File: config.mk
export PLATFORM = sky130hd
export DESIGN_NAME = fetch_queue
export DESIGN_NICKNAME = d
export VERILOG_FILES = /design/src/rtl/fetch_queue_pkg.sv /design/src/rtl/fetch_queue.sv
export SDC_FILE = /design/constraint.sdc
export NUM_CORES = 1
export LEC_CHECK = 0
export ABC_CLOCK_PERIOD_IN_PS = 5000
export CORE_MARGIN = 5
export CORE_UTILIZATION = 33
export DETAILED_ROUTE_END_ITERATION = 6
export PLACE_DENSITY = 0.56
export SLEW_MARGIN = 30
export SYNTH_ARGS = -nofsm -noshare
export SYNTH_HDL_FRONTEND = slang
export SYNTH_SLANG_ARGS = --single-unit
File: constraint.sdc
create_clock -name clk -period 5 [get_ports clk]
set_input_delay 1.5 -clock clk [delete_from_list [all_inputs] [get_ports clk]]
set_output_delay 1.5 -clock clk [all_outputs]
set_load 0.02 [all_outputs]
File: src/rtl/fetch_queue_pkg.sv
// fetch_queue_pkg
//   Shared definitions for the fetch-to-decode path: bundle width, lane-bit
//   meanings and the helper that turns a two-lane valid/take mask into a
//   slot count. Used by fetch_queue and by the f_stage / d_stage users.
package fetch_queue_pkg;

    // Width of one fetch/decode bundle.
    localparam int BUNDLE_W = 66;

    // Lane bit positions in two-bit valid/take masks.
    localparam int LANE_OLD   = 0;
    localparam int LANE_YOUNG = 1;

    typedef logic [1:0] lane_mask_t;

    // Number of slots a lane mask represents. Only 11 and 01 are meaningful;
    // a younger lane without the older one (10) counts as nothing.
    function automatic logic [1:0] slot_count(input lane_mask_t m);
        logic [1:0] n;
        n = 2'd0;
        if (m == 2'b11) begin
            n = 2'd2;
        end else if (m == 2'b01) begin
            n = 2'd1;
        end
        return n;
    endfunction

endpackage

File: src/rtl/fetch_queue.sv
// fetch_queue
//   Two-in / two-out in-order queue between fetch and the two decode lanes.
//   A decode stall shows up as out_take=00; fetch is held off via in_ready.
//
// Ports
//   clk        : single clock, rising edge
//   reset      : asynchronous, active-high
//   flush      : synchronous discard of all entries (redirect)
//   in_valid   : fetch slot valids, bit0 = older slot
//   in_d0/d1   : fetch slot bundles
//   in_ready   : at least two entries free (registered state only)
//   out_valid  : decode lane valids, bit0 = oldest entry
//   out_d0/d1  : oldest / second-oldest entries, zero when not valid
//   out_take   : decode lanes consumed this cycle
//   count      : current occupancy
module fetch_queue
    import fetch_queue_pkg::*;
#(
    parameter int DEPTH = 8,
    parameter int W     = BUNDLE_W
) (
    input  logic                       clk,
    input  logic                       reset,
    input  logic                       flush,
    input  logic [1:0]                 in_valid,
    input  logic [W-1:0]               in_d0,
    input  logic [W-1:0]               in_d1,
    output logic                       in_ready,
    output logic [1:0]                 out_valid,
    output logic [W-1:0]               out_d0,
    output logic [W-1:0]               out_d1,
    input  logic [1:0]                 out_take,
    output logic [$clog2(DEPTH):0]     count
);

    localparam int PW = $clog2(DEPTH);
    localparam int CW = PW + 1;

    localparam logic [PW-1:0] PTR_ONE    = PW'(1);
    localparam logic [CW-1:0] CNT_TWO    = CW'(2);
    localparam logic [CW-1:0] CNT_ZERO   = CW'(0);
    localparam logic [CW-1:0] READY_MAX  = CW'(DEPTH - 2);

    logic [W-1:0]  mem_q [DEPTH];

    logic [PW-1:0] head_q, head_d;
    logic [PW-1:0] tail_q, tail_d;
    logic [CW-1:0] count_q, count_d;

    logic [1:0]    nwrite;
    logic [1:0]    nread;
    logic [PW-1:0] head_p1;
    logic [PW-1:0] tail_p1;

    assign head_p1 = head_q + PTR_ONE;
    assign tail_p1 = tail_q + PTR_ONE;

    assign in_ready                = (count_q <= READY_MAX);
    assign out_valid[LANE_OLD]     = (count_q != CNT_ZERO);
    assign out_valid[LANE_YOUNG]   = (count_q >= CNT_TWO);

    assign out_d0 = out_valid[LANE_OLD]   ? mem_q[head_q]  : '0;
    assign out_d1 = out_valid[LANE_YOUNG] ? mem_q[head_p1] : '0;

    assign count = count_q;

    // Masking the take with the valids folds all the "take beyond what is
    // visible" cases into the same 11/01/other decode used for writes.
    assign nwrite = in_ready ? slot_count(in_valid) : 2'd0;
    assign nread  = slot_count(out_take & out_valid);

    always_comb begin
        head_d  = head_q;
        tail_d  = tail_q;
        count_d = count_q;
        if (flush) begin
            head_d  = '0;
            tail_d  = '0;
            count_d = '0;
        end else begin
            head_d  = head_q + PW'(nread);
            tail_d  = tail_q + PW'(nwrite);
            count_d = count_q + CW'(nwrite) - CW'(nread);
        end
    end

    always_ff @(posedge clk or posedge reset) begin
        if (reset) begin
            head_q  <= '0;
            tail_q  <= '0;
            count_q <= '0;
        end else begin
            head_q  <= head_d;
            tail_q  <= tail_d;
            count_q <= count_d;
        end
    end

    // Storage is not reset: nothing reads it while the entry is invalid.
    always_ff @(posedge clk) begin
        if (!flush) begin
            if (nwrite != 2'd0) begin
                mem_q[tail_q] <= in_d0;
            end
            if (nwrite == 2'd2) begin
                mem_q[tail_p1] <= in_d1;
            end
        end
    end

endmodule

Yosys cells after proc, flatten, opt, wreduce, memory -nomap -nowiden
Memory sizes are Yosys's and may differ from the RTL's.
Cells that the tools add are included.
{"block": "op_classes", "addsub": 6, "n_reduce_logical": 2, "n_bitwise": 1, "multipliers": 0, "shifts": 0, "n_eq_ne": 5, "div": 0, "n_lt_le_gt_ge": 2, "muxes": 16}
{"op": "two-way mux 66 bit", "count": 2}
{"op": "two-way mux 1 bit", "count": 8}
{"op": "adder 3 x 1 -> 3 bit (second input constant)", "count": 2}
{"op": "adder 3 x 2 -> 3 bit", "count": 2}
{"op": "equality test 2 bit (second input constant)", "count": 3}
{"op": "two-way mux 2 bit", "count": 3}
{"op": "two-way mux 3 bit", "count": 2}
{"op": "adder 4 x 2 -> 4 bit", "count": 1}
{"op": "equality test 2 x 1 -> 1 bit (second input constant)", "count": 2}
{"op": "greater-or-equal comparator 4 x 2 -> 1 bit (second input constant)", "count": 1}
{"op": "<= comparator 4 x 3 -> 1 bit (second input constant)", "count": 1}
{"op": "two-way mux 4 bit", "count": 1}
{"op": "nonzero test 4 bit", "count": 1}
{"op": "subtractor 4 x 2 -> 4 bit", "count": 1}
{"op": "bitwise AND 2 bit", "count": 1}
{"op": "nonzero test 2 bit", "count": 1}
{"block": "word_totals", "out_inout_bits": 139, "regBits": 10, "n_memories": 1, "latch_bits": 0, "input_bits": 139, "mem_bits_rw": 528, "rom_bits": 0}
{"name": "mem_q", "depth": 8, "width": 66, "read_ports": 2, "rd_ports_with_merged_regs": 0, "write_ports": 2, "line_no": "fetch_queue.sv:44", "rtl": "logic [W-1:0] mem_q [DEPTH];"}

Depth between registers and ports, before layout
{"block": "logic_depth", "depth_word": 8, "depth_mapped": 14}

Worst setup path after synthesis
OpenSTA, ideal clock, no wires.
{"block": "synth_path", "path_type": "input-to-reg", "from": "input port flush", "to": "memory mem_q[2][0] (netlist name) (enable)", "arrival_ns": 5.366, "path_slack_ns": -0.880, "path_stages": 4, "path_buffers": 0, "t_required_ns": 4.487, "path_cell_list": "nand3b_4 -> or2_2 -> a2bb2oi_1 -> o22ai_1"}
{"element": "start, declared", "line_no": "fetch_queue.sv:24", "rtl": "input logic flush,"}
{"element": "end, declared", "line_no": "fetch_queue.sv:44"}

Worst setup path after layout
{"block": "layout_path", "from": "register head_q[0]", "to": "output port out_d1[16]"}
{"block": "layout_between", "elab_chain_cells": 3}
{"element": "start, declared", "line_no": "fetch_queue.sv:46", "rtl": "logic [PW-1:0] head_q, head_d;"}
{"element": "start signal, assigned", "line_no": "fetch_queue.sv:89", "rtl": "head_q <= '0;"}
{"element": "start signal, assigned", "line_no": "fetch_queue.sv:93", "rtl": "head_q <= head_d;"}
{"element": "adder 3 x 1 -> 3 bit", "line_no": "fetch_queue.sv:55", "rtl": "assign head_p1 = head_q + PTR_ONE;"}
{"element": "memory read (8 x 66 bit)"}
{"element": "two-way mux 66 bit", "line_no": "fetch_queue.sv:63", "rtl": "assign out_d1 = out_valid[LANE_YOUNG] ? mem_q[head_p1] : '0;"}
{"element": "end, declared", "line_no": "fetch_queue.sv:31", "rtl": "output logic [W-1:0] out_d1,"}
Every way passes these cells.

==> metrics <==
number of fill cells 8496; portion of the clock cycle consumed by the worst path in the final layout 0.9675; Clk Latency, worst-skew pair 0.65 ns; clock tree from TritonCTS done; antenna violations before repair 19; Clock Tree Buf Depth 3; die height 316.6 µm; Seq cells post-synth 538; number of levels the H-tree was split into 2; Post-Synthesis Cells 1710; Residual DRC 0; Routed Antenna Nets 0; post-synthesis cell type with the largest combined area sky130_fd_sc_hd__edfxtp_1; routing usage on met2 0.3233; result of the run finished, final reports clean; vias after detailed routing 18603; Max Clock Skew 0.02102 ns; total power after layout 19.50 mW; pin count of the biggest net entering global routing 137; start point of the worst min-delay path tail_q[2]$_DFF_PP0_; area inside the core boundary 0.09333 mm²; power density cells 517.4 mW/mm²; post-synthesis cell type count 37; growth of design area from synthesis to finish 21.48%; worst-path fanout max 20; net count after synthesis 1863; wire length per cell after detailed routing 30.91 µm; Synth Warn # 0; initial standard-cell utilization of the core 0.3324; hpwl dp 54.06 mm; placed instance area 0.03550 mm²; top-area cell type share of the netlist area 0.5111; average cell area after synthesis 18.14 µm²; setup TNS after final layout 0 ns; design area 0.03769 mm²; number of violations reported at the end of detailed-routing iteration 0 1383; gr busiest metal met2; met1 track demand over resource in global routing 0.2622; Slew Limit Headroom 0.4416; cell area after synthesis 0.03102 mm²; Clock Sink Count 538; Reg-to-Reg Start count[3]$_DFF_PP0_; Layout Nets 2115; hold-fix buffers at CTS 0; global-route wire length before repair 142.3 mm; beginning of the critical path head_q[0]$_DFF_PP0_; count of input and output buffers 277; Final Hold Vio Count 0; final weighted congestion in routability-driven placement 0.7417; RSZ-0062 raised after global routing no; GR Layer Usage met3 0.04849; leading cell types by total area after synthesis sky130_fd_sc_hd__edfxtp_1 (51%), sky130_fd_sc_hd__mux4_2 (19%), sky130_fd_sc_hd__mux2_2 (15%), sky130_fd_sc_hd__mux2_4 (3.9%), sky130_fd_sc_hd__a22o_1 (3.7%); number of iterations in the first detailed-routing pass 5; final slew viol count 0; GRT Residual Overflow 0; layout cell share with drive strength beyond 1 0.4661; die span in x 316.6 µm; Root Driver sky130_fd_sc_hd__clkbuf_16; floorplan die area 0.1002 mm²; commonest non-fill, non-tap cells in the layout sky130_fd_sc_hd__edfxtp_1 (528), sky130_fd_sc_hd__mux2_2 (414), sky130_fd_sc_hd__clkdlybuf4s50_1 (276); final core utilization 0.4038; critical path start-end classification reg -> out; Clock Pin Slew Worst Setup and Hold Paths 0.06 ns; required time of the critical path 3.50 ns; clock period minus final worst setup slack 4.837 ns; total wirelength of the detailed-routed design 101.3 mm; HP Class reg -> reg; number of standard-cell rows in the floorplan 112; Arr. time, crit path 3.34 ns; portion of the post-synthesis area used by sequential elements 0.5192; Setup violations, final 0; number of primary I/O pins 278; Lkg Pwr 12.22 nW; maximum frequency from static timing analysis 206.7 MHz; category of the worst setup path capture point output pin; number of buffers created by CTS 61; maxcap violations 0; critical path startpoint category register; mean number of vias per cell 5.679; vias in the first global route 19705; All-Layer GR Usage 0.1959; most common cell after layout, fill and taps aside sky130_fd_sc_hd__edfxtp_1; worst IR drop on VDD 0.3707 mV; Least-Margin Pin Slew 0.8376 ns
[cell usage after synthesis (all sizes together)]
| cell type | count |
|---|---|
| and3 | 1 |
| and3b | 1 |
| xor2 | 2 |
| clkbuf | 37 |
| nand2b | 2 |
| a2bb2oi | 2 |
| nor2b | 7 |
| nand3b | 1 |
| mux2 | 528 |
| ha | 10 |
| nand3 | 10 |
| dfrtp | 10 |
| nor2 | 11 |
| edfxtp | 528 |
| a21o | 1 |
| mux4 | 264 |
| and2 | 3 |
| or2 | 3 |
| nor3b | 2 |
| a21oi | 4 |
| a22o | 132 |
| nand4 | 1 |
| xnor2 | 5 |
| buf | 111 |
| a21bo | 1 |
| fa | 4 |
| o22ai | 8 |
| inv | 14 |
| nand2 | 6 |
| or3 | 1 |
[cell type report]
type	instances	area, µm²	share of cell area
multi-input combinational	1011	14250	0.3781
antenna	14	35.03	0.0009296
timing repair buffer	336	3700	0.09817
inverter	14	52.55	0.001394
clock buffer	75	1622	0.04303
clock inverter	34	347.8	0.009230
sequential	538	16110	0.4276
tap	1254	1569	0.04163
[power breakdown]
part	total [mW]	switching [mW]	internal (mW)	leakage, nW
Combinational	9.64	5.00	4.64	6.35
Sequential	5.35	0.116	5.23	4.90
Clock	4.51	1.87	2.64	0.965
[registers in the layout, indices dropped and copies added (netlist names)]
name	count
tail_q	3
mem_q	528
head_q	3
count	4
[through the flow]
| step | hold slack, ns | instances | worst slack, ns |
|---|---|---|---|
| after floorplan | 0.5569 | 1710 | -0.8797 |
| after global placement | 0.6267 | 3145 | 0.4555 |
| after detailed placement | 0.6379 | 3146 | 0.4526 |
| after CTS | 0.6533 | 3259 | -0.03784 |
| after global routing | 0.7025 | 3268 | 0.0008309 |
| final | 0.6445 | 3276 | 0.1626 |
[metal layers]
layer | share of wire | up-vias | wire length [µm]
met5 | 0.00095 | - | 96
met4 | 0.023 | 12 | 2320
met3 | 0.073 | 151 | 7410
met2 | 0.48 | 674 | 49060
met1 | 0.42 | 9955 | 42380
li1 | - | 7811 | -
[timing repair]
action | CTS | global route
setup buffers | 1 | 1
endpoints found under the setup margin | 43 | 88
cloned | 3 | 2
resized for setup | 7 | 2
[worst paths after layout]
path | endpoint | cells past startpoint | slack (ns)
min | tail_q[2]$_DFF_PP0_ | 2 | 0.64
min reg2reg | tail_q[2]$_DFF_PP0_ | 2 | 0.64
min in group asynchronous | count[0]$_DFF_PP0_ | 2 | 1.20
max reg2reg | mem_q[7][29]$_DFFE_PP_ | 7 | 1.77
max in group asynchronous | head_q[0]$_DFF_PP0_ | 2 | 3.46
max | out_d1[16] | 5 | 0.16
[cells by family (layout without fill, tap and decap cells)]
group           count (synthesis)  after routing  synth area share
flops                         538            538            0.5192
simple gates                   49             50          0.009600
xor+xnor                        7              7          0.001976
compound gates                148            148           0.04066
buf+inv                       162            459           0.02900
mux                           792            792            0.3930
fa+ha+maj                      14             14          0.006615
other cells                     0             14                 0
[critical path: stages (launching register included)]
cell                              delay, ns
sky130_fd_sc_hd__dfrtp_4               0.52
sky130_fd_sc_hd__ha_4                  0.51
sky130_fd_sc_hd__buf_4                 0.44
sky130_fd_sc_hd__mux4_2                0.38
sky130_fd_sc_hd__a22o_1                0.28
sky130_fd_sc_hd__clkdlybuf4s50_1       0.55
Note: power is estimated with default switching activity, not from simulation.
